[src/rtl/matmul_pkg.sv]
// matmul_pkg: shared types and default sizing for the matmul sequencer.
package matmul_pkg;

    localparam int DEF_N       = 4;
    localparam int DEF_DW      = 8;
    localparam int DEF_OW      = 16;
    localparam int DEF_MAC_LAT = 3;
    localparam int IDX_W       = $clog2(DEF_N * DEF_N);

    typedef enum logic [1:0] {IDLE, RUN, DRAIN, DONE} state_t;

    typedef struct packed {
        logic             valid;
        logic [IDX_W-1:0] idx;
    } tag_t;

endpackage

[src/rtl/matmul_tag_pipe.sv]
// matmul_tag_pipe: LAT-deep valid/index delay line that tracks MAC issues.
// Ports: clk, rst_n (async active-low clear), tag_in (pushed every cycle),
//        tag_out (oldest stage), occupied (any stage holds a valid tag).
module matmul_tag_pipe
    import matmul_pkg::*;
#(
    parameter int LAT = DEF_MAC_LAT
) (
    input  logic clk,
    input  logic rst_n,
    input  tag_t tag_in,
    output tag_t tag_out,
    output logic occupied
);

    tag_t st [LAT];

    always_ff @(posedge clk or negedge rst_n) begin
        if (!rst_n) begin
            for (int k = 0; k < LAT; k++) st[k] <= '0;
        end else begin
            st[0] <= tag_in;
            for (int k = 1; k < LAT; k++) st[k] <= st[k-1];
        end
    end

    assign tag_out = st[LAT-1];

    always_comb begin
        occupied = 1'b0;
        for (int k = 0; k < LAT; k++) occupied = occupied | st[k].valid;
    end

endmodule

[src/rtl/matmul_sequencer.sv]
// matmul_sequencer: sequences an N x N matrix multiply through an external MAC.
// Ports: clk, rst_n (async active-low); load_* byte-wide A/B write port with
//        load_ready; start/busy/done handshake; mac_in operands to the MAC and
//        mac_out result back; res_valid/res_idx/res_data realigned result
//        stream; cycles_last perf count.
// Build option: MATMUL_PERF_CNT_EN enables the busy-cycle counter behind
//        cycles_last; without it cycles_last is tied to 0.
module matmul_sequencer
    import matmul_pkg::*;
#(
    parameter int N       = DEF_N,
    parameter int DW      = DEF_DW,
    parameter int OW      = DEF_OW,
    parameter int MAC_LAT = DEF_MAC_LAT,
    localparam int IW     = $clog2(N * N),
    localparam int JW     = $clog2(N)
) (
    input  logic                clk,
    input  logic                rst_n,
    input  logic                load_valid,
    input  logic                load_sel,
    input  logic [IW-1:0]       load_addr,
    input  logic [DW-1:0]       load_data,
    output logic                load_ready,
    input  logic                start,
    output logic                busy,
    output logic                done,
    output logic [2*DW*N-1:0]   mac_in,
    input  logic [OW-1:0]       mac_out,
    output logic                res_valid,
    output logic [IW-1:0]       res_idx,
    output logic [OW-1:0]       res_data,
    output logic [15:0]         cycles_last
);

    state_t        state;
    logic [DW-1:0] a [N*N];
    logic [DW-1:0] b [N*N];
    logic [JW-1:0] i, j;
    logic [IW-1:0] cur;
    tag_t          iss, tag_out;
    logic          pipe_occ, fin;

    assign cur = IW'(int'(i) * N + int'(j));
    // Drain is complete once neither the issue register nor the pipe holds a tag.
    assign fin = state == DRAIN && !iss.valid && !pipe_occ;

    // iss is registered alongside mac_in, so the pipe delays it to line up
    // with mac_out exactly MAC_LAT edges after the operands were registered.
    matmul_tag_pipe #(.LAT(MAC_LAT)) u_tags (
        .clk      (clk),
        .rst_n    (rst_n),
        .tag_in   (iss),
        .tag_out  (tag_out),
        .occupied (pipe_occ)
    );

    always_ff @(posedge clk or negedge rst_n) begin
        if (!rst_n) begin
            state      <= IDLE;
            i          <= '0;
            j          <= '0;
            iss        <= '0;
            mac_in     <= '0;
            busy       <= 1'b0;
            load_ready <= 1'b1;
            done       <= 1'b0;
            res_valid  <= 1'b0;
            res_idx    <= '0;
            res_data   <= '0;
            for (int k = 0; k < N*N; k++) begin
                a[k] <= '0;
                b[k] <= '0;
            end
        end else begin
            done      <= 1'b0;
            res_valid <= tag_out.valid;
            if (tag_out.valid) begin
                res_idx  <= tag_out.idx;
                res_data <= mac_out;
            end
            if (load_valid && load_ready) begin
                if (load_sel) b[load_addr] <= load_data;
                else          a[load_addr] <= load_data;
            end
            case (state)
                IDLE: if (start) begin
                    state      <= RUN;
                    i          <= '0;
                    j          <= '0;
                    busy       <= 1'b1;
                    load_ready <= 1'b0;
                end
                RUN: begin
                    iss <= '{valid: 1'b1, idx: cur};
                    for (int k = 0; k < N; k++) begin
                        mac_in[2*DW*k +: DW]    <= a[IW'(int'(i) * N + k)];
                        mac_in[2*DW*k+DW +: DW] <= b[IW'(k * N + int'(j))];
                    end
                    j <= (j == JW'(N-1)) ? '0 : j + 1'b1;
                    if (j == JW'(N-1)) begin
                        i <= i + 1'b1;
                        if (i == JW'(N-1)) state <= DRAIN;
                    end
                end
                DRAIN: begin
                    iss    <= '0;
                    mac_in <= '0;
                    if (fin) begin
                        state      <= DONE;
                        done       <= 1'b1;
                        busy       <= 1'b0;
                        load_ready <= 1'b1;
                    end
                end
                default: state <= IDLE;
            endcase
        end
    end

`ifdef MATMUL_PERF_CNT_EN
    logic [15:0] cnt;

    always_ff @(posedge clk or negedge rst_n) begin
        if (!rst_n) begin
            cnt         <= '0;
            cycles_last <= '0;
        end else begin
            cnt <= (state == IDLE && start) ? '0 :
                   (busy && cnt != 16'hFFFF) ? cnt + 16'd1 : cnt;
            if (fin) cycles_last <= cnt;
        end
    end
`else
    assign cycles_last = '0;
`endif

endmodule

[config.mk]
export PLATFORM = sky130hd
export DESIGN_NAME = matmul_sequencer
export DESIGN_NICKNAME = d
export VERILOG_FILES = /design/src/rtl/matmul_pkg.sv /design/src/rtl/matmul_tag_pipe.sv /design/src/rtl/matmul_sequencer.sv
export SDC_FILE = /design/constraint.sdc
export NUM_CORES = 1
export LEC_CHECK = 0
export BUFFER_PORTS_ARGS = -buffer_cell sky130_fd_sc_hd__buf_2
export CAP_MARGIN = 20
export CORE_MARGIN = 5
export CORE_UTILIZATION = 26
export DETAILED_ROUTE_END_ITERATION = 8
export GPL_ROUTABILITY_DRIVEN = 0
export PLACE_DENSITY_LB_ADDON = 0.1
export SKIP_LAST_GASP = 1
export SLEW_MARGIN = 25
export SYNTH_ARGS = -nofsm -noshare
export SYNTH_HDL_FRONTEND = slang
export SYNTH_SLANG_ARGS = --single-unit
[constraint.sdc]
create_clock -name clk -period 1.9 [get_ports clk]
set_clock_uncertainty 0.2 [all_clocks]
set_input_delay 0 -clock clk [delete_from_list [all_inputs] [get_ports clk]]
set_output_delay 0 -clock clk [all_outputs]
set_load 0.05 [all_outputs]
Word-level counts from Yosys, hierarchy flattened:

Index checks and enable logic that the tools add are counted.

* bits in registers: 370
* bits of input ports: 33
* logic and storage cells: 153

* bitwise gates (word level): 12
* add/subtract/negate cells: 9
* order comparisons: 10
* reduce and logical (&&, ||, !) cells: 16
* eq/ne operators: 8
* muxes and demuxes: 48

Operators by type and width (number)
* binary-select mux 8 bit (select 4 bit): 8
* bitwise mux 128 bit: 2
* two-way mux 8 bit: 17
* one-hot mux 64 bit (2 select lines): 1
* greater-or-equal comparator 4 x 5 -> 1 bit, second input constant: 8
* demux 8 bit (select 4 bit): 1
* inverter 4 bit: 7
* two-way mux 2 bit: 7
* one-hot mux 5 bit (2 select lines): 1
* adder 4 x 2 -> 4 bit, first input constant: 2
* adder 4 x 2 -> 4 bit, second input constant: 2
* != test 2 bit, second input constant: 4
* one-hot mux 2 bit (2 select lines): 2
* == test 2 bit, second input constant: 3
* two-way mux 1 bit: 6
* one-hot mux 2 bit (3 select lines): 1
* AND reduction 2 bit: 3
* AND reduction 3 bit: 2
* nonzero test 2 bit: 3
* greater-or-equal comparator 5 bit, second input constant: 1
* < comparator 5 x 1 -> 1 bit, second input constant: 1
* inverter 4 -> 5 bit: 1
* adder 2 x 1 -> 2 bit, second input constant: 2
* adder 3 x 2 -> 4 bit, first input constant: 1
* other kinds (11): 17

Depth between registers and ports, before layout:

* word-level depth: 6
* mapped depth: 7
* gate-level depth less buffers: 6

Hierarchy:

From an unflattened synthesis, not the netlist that was laid out.

* cell total of the unflattened synthesis: 1083
* area, all modules: 15702.6 um^2

By module, submodules not included
* matmul_sequencer: instances 1, area an instance 15283.4 um^2, cells each 1062
* matmul_tag_pipe: instances 1, area an instance 419.2 um^2, cells each 21

Worst setup path before layout:

Ideal clock, no wire load.

* path type: flip-flop to flip-flop
* start point: reg load_ready
* end point: reg a[24] in the netlist's numbering
* data arrival time: 1.871 ns
* setup slack: -0.296 ns
* setup time: 0.125 ns
* stages on the path, launching flop included: 8
* cells stage by stage: dfstp_2 > and3b_1 > buf_6 > and2_1 > buf_6 > and3_4 > buf_6 > mux2_4

* longest elaborated chain between the ends: 2

Ends and longest elaborated chain
* from (decl): line matmul_sequencer.sv:24 `output logic load_ready,`
* from (signal assigned): line matmul_sequencer.sv:66 `load_ready <= 1'b1;`
* from (signal assigned): line matmul_sequencer.sv:92 `load_ready <= 1'b0;`
* from (signal assigned): line matmul_sequencer.sv:113 `load_ready <= 1'b1;`
* logical AND 1 bit: line matmul_sequencer.sv:82 `if (load_valid && load_ready) begin`
* AND reduction 2 bit (no line)
* to (signal, indexed assignment): line matmul_sequencer.sv:84 `else a[load_addr] <= load_data;`
* to (decl): line matmul_sequencer.sv:37 `logic [DW-1:0] a [N*N];`

Every way passes these cells.
A chain may end at the register's enable or synchronous reset.

Final worst setup path:

* start point: reg load_ready
* end point: reg a[33] in the netlist's numbering

The elaborated chain is that of the path after synthesis.

==> metrics.txt <==
outcome complete, but fails checks; failing checks negative hold slack, negative setup slack; full die area 64900 µm²; Cell Area, Synth 15600 µm²; area share of the largest cell type after synthesis 59.2%; Die W 255 µm; crit-path cells and3b_2 -> nand3_4 -> buf_12 -> nor2_4 -> buf_12 -> mux2_4; Internal Power 16.1 mW; VDD IR max 0.879 mV; clock sink count 370; Total Neg Setup Slack -22.62 ns; sequential fraction of the synthesis area 59.4%; library cells used by synthesis 45; Syn Area/Cell 16.2 µm²; Most used DFF post-synth dfrtp_1; Tightest Hold Check Type primary input to flip-flop; Initial Util 26.3%; largest net degree at the start of global routing 53; Final nets 1252; hold path startpoint load_addr[1]; HPWL after detailed placement 26600 µm; P_leak 9.71 nW; Worst-Skew Late Latency 0.56 ns; Area Growth Syn to Fin 31.4%; vias in the first global route 9860; Synth area leader dfrtp_1; Core ar. 59200 µm²; Clock Power Share 34.4%; IO buf count 120; pre-CTS setup slack -0.326 ns; number of I/O pins 137; antenna violations before repair 3; Slew HR 60.6%; commonest non-fill, non-tap cell in the layout dfrtp_1; Cells on Worst Hold Path 4; Switching Share 32.6%; post-route non-filler standard cell count 2017; synthesis-stage register bit count 370; maximum clock frequency 480 MHz; Fin. Hold Viols 23; H-Tree Depth 2; CTS tree built; most frequent cells in the layout dfrtp_1 (366), mux2_2 (225), buf_2 (119); CP required 2.13 ns; setup violators final 225; Arr. time, crit path 2.31 ns; CTS root buf clkbuf_16; fraction of registers with async set/reset 100%; reg2reg start load_ready; clk slew on worst S/H paths 0.06 ns; final worst slack -0.185 ns; Pre-antenna DRT Iters 4; Tcrit/Tclk final 110%; EDFF count, synth 0; Reg2Reg Setup Slack -0.18 ns; Tot Pwr 23.9 mW; total grt overflow 0; placement row count 89; FF-to-FF path depth 6; startpoint types flip-flop; switching power 7.78 mW; vias per inst 4.50; yosys warns 0; Filler Cells Inserted 5730; slowest CP cell dfstp_4; PwrDens 1170 nW/µm²; Setup crit start load_ready; cts-stage hold buffer count 48; Critical Path Sink Type flip-flop; Crit Path Category flip-flop to flip-flop; Slew @ Worst Pin 0.588 ns; total CTS buffers 44; Sequential Power Share 38.1%; Final Max Slew Viols 0; DR DRC count 0; Die H 255 µm; RSZ-0062 raised after global routing true; CTS max path bufs 3; first-pass GRT wire length 64400 µm; total number of vias 9077; post-route antenna net violation count 0; share of cells above drive strength 1 54.3%; largest cells by area after synthesis dfrtp_1 (59%), mux2_2 (19%), mux4_2 (9.2%), a22o_1 (3.7%), clkbuf_1 (1.1%); fin crit period 2.08 ns; hold slack -0.136 ns; Crit path top cell by count buf_12; critical path peak fanout 8; Routed wire per std cell 21.2 µm; Comb power frac 27.6%; Max-Cap Viols 0; Detailed Route WL 42800 µm; Placed Cells incl. Taps 1872; Total GRT Usage 13.0%; starting DRC count in detailed routing 346; Post-Syn Instances 965; CP max stage delay 0.62 ns
-- kinds of logic (layout without fill, tap and decap cells) --
| kind of cell | Yosys count | in the layout | share of synthesized area (%) |
|---|---|---|---|
| AOI/OAI and AO/OA | 83 | 83 | 4.38 |
| muxes | 341 | 341 | 29.4 |
| and+or+nand+nor | 76 | 76 | 3.46 |
| DFF | 370 | 370 | 59.4 |
| adders and majority gates | 6 | 6 | 0.482 |
| buffers and inverters | 88 | 350 | 2.79 |
| other | 1 | 18 | 0.0241 |
-- area by class of cell --
| class | instances | area [µm²] | area share (%) |
|---|---|---|---|
| inverters | 7 | 26.3 | 0.128 |
| well taps | 773 | 967 | 4.72 |
| clock inverters | 3 | 40.0 | 0.196 |
| repair buffers | 268 | 2480 | 12.1 |
| diodes | 2 | 5.00 | 0.0244 |
| clock buffers | 72 | 1360 | 6.63 |
| flip-flops and latches | 370 | 9270 | 45.3 |
| multi-input cells | 522 | 6330 | 30.9 |
-- registers in the layout, summed over array words and instances (netlist names), 2 cells and up --
| name | flops |
|---|---|
| u_tags.tag_out | 5 |
| state | 2 |
| a | 128 |
| mac_in | 64 |
| b | 128 |
| i | 2 |
| res_idx | 4 |
| res_data | 16 |
| j | 2 |
| u_tags.st | 10 |
| iss | 5 |
-- per-stage QoR --
step	area, µm²	util, %
floorplan	15800	-
global placement	18100	30.5
detailed placement	18100	30.5
CTS	20200	34.1
global route	20500	34.6
finish	20500	34.6
-- power by group through the flow --
stage               Combinational [mW]  Clock, mW  Sequential (mW)
finish                            6.59       8.21             9.09
global route                      7.04       8.86             9.19
CTS                               6.14       8.58             9.11
detailed placement                5.93          0             9.23
global placement                  5.90          0             9.22
floorplan                         2.68          0             10.2
-- layer usage --
layer	vias up	global-route usage (%)	wire length (µm)
met5	-	0	0
met4	0	2.99	779
met3	55	2.61	1680
met2	142	20.8	20100
met1	4827	18.4	20300
li1	4053	-	-
-- synth_stat cells (all sizes together), types with 3 or more instances --
cell and n:
a21oi 4, dfrtp 369, buf 37, ha 6, nand2b 5, nand2 17
o21ai 7, mux4 64, a22o 66, mux2 276, nand3 10, nor2b 3
inv 7, clkbuf 44, nor3 3, nor2 23
-- worst paths after layout --
path                                          end
worst max-delay path                        a[33]
worst min-delay path                        b[24]
worst max register to register              a[33]
worst min register to register  u_tags.tag_out[2]
max in group asynchronous                   a[26]
min in group asynchronous             res_data[1]
-- what timing repair did --
| item | in CTS | in global routing |
|---|---|---|
| pin swaps | 12 | 5 |
| endpoints found under the setup margin | 225 | 264 |
| endpoints found under the hold margin | 627 | 24 |
| gates cloned | 1 | 2 |
| gates resized for setup | 26 | 24 |
| buffers inserted | 9 | 9 |
-- worst max-delay path, delay by kind of cell (launching register included) --
family                 cells  cell delay, ns
and+or+nand+nor            3            0.50
muxes                      1            0.30
DFF                        1            0.62
buffers and inverters      2            0.31
No activity file was read; power rests on OpenSTA's default activity.
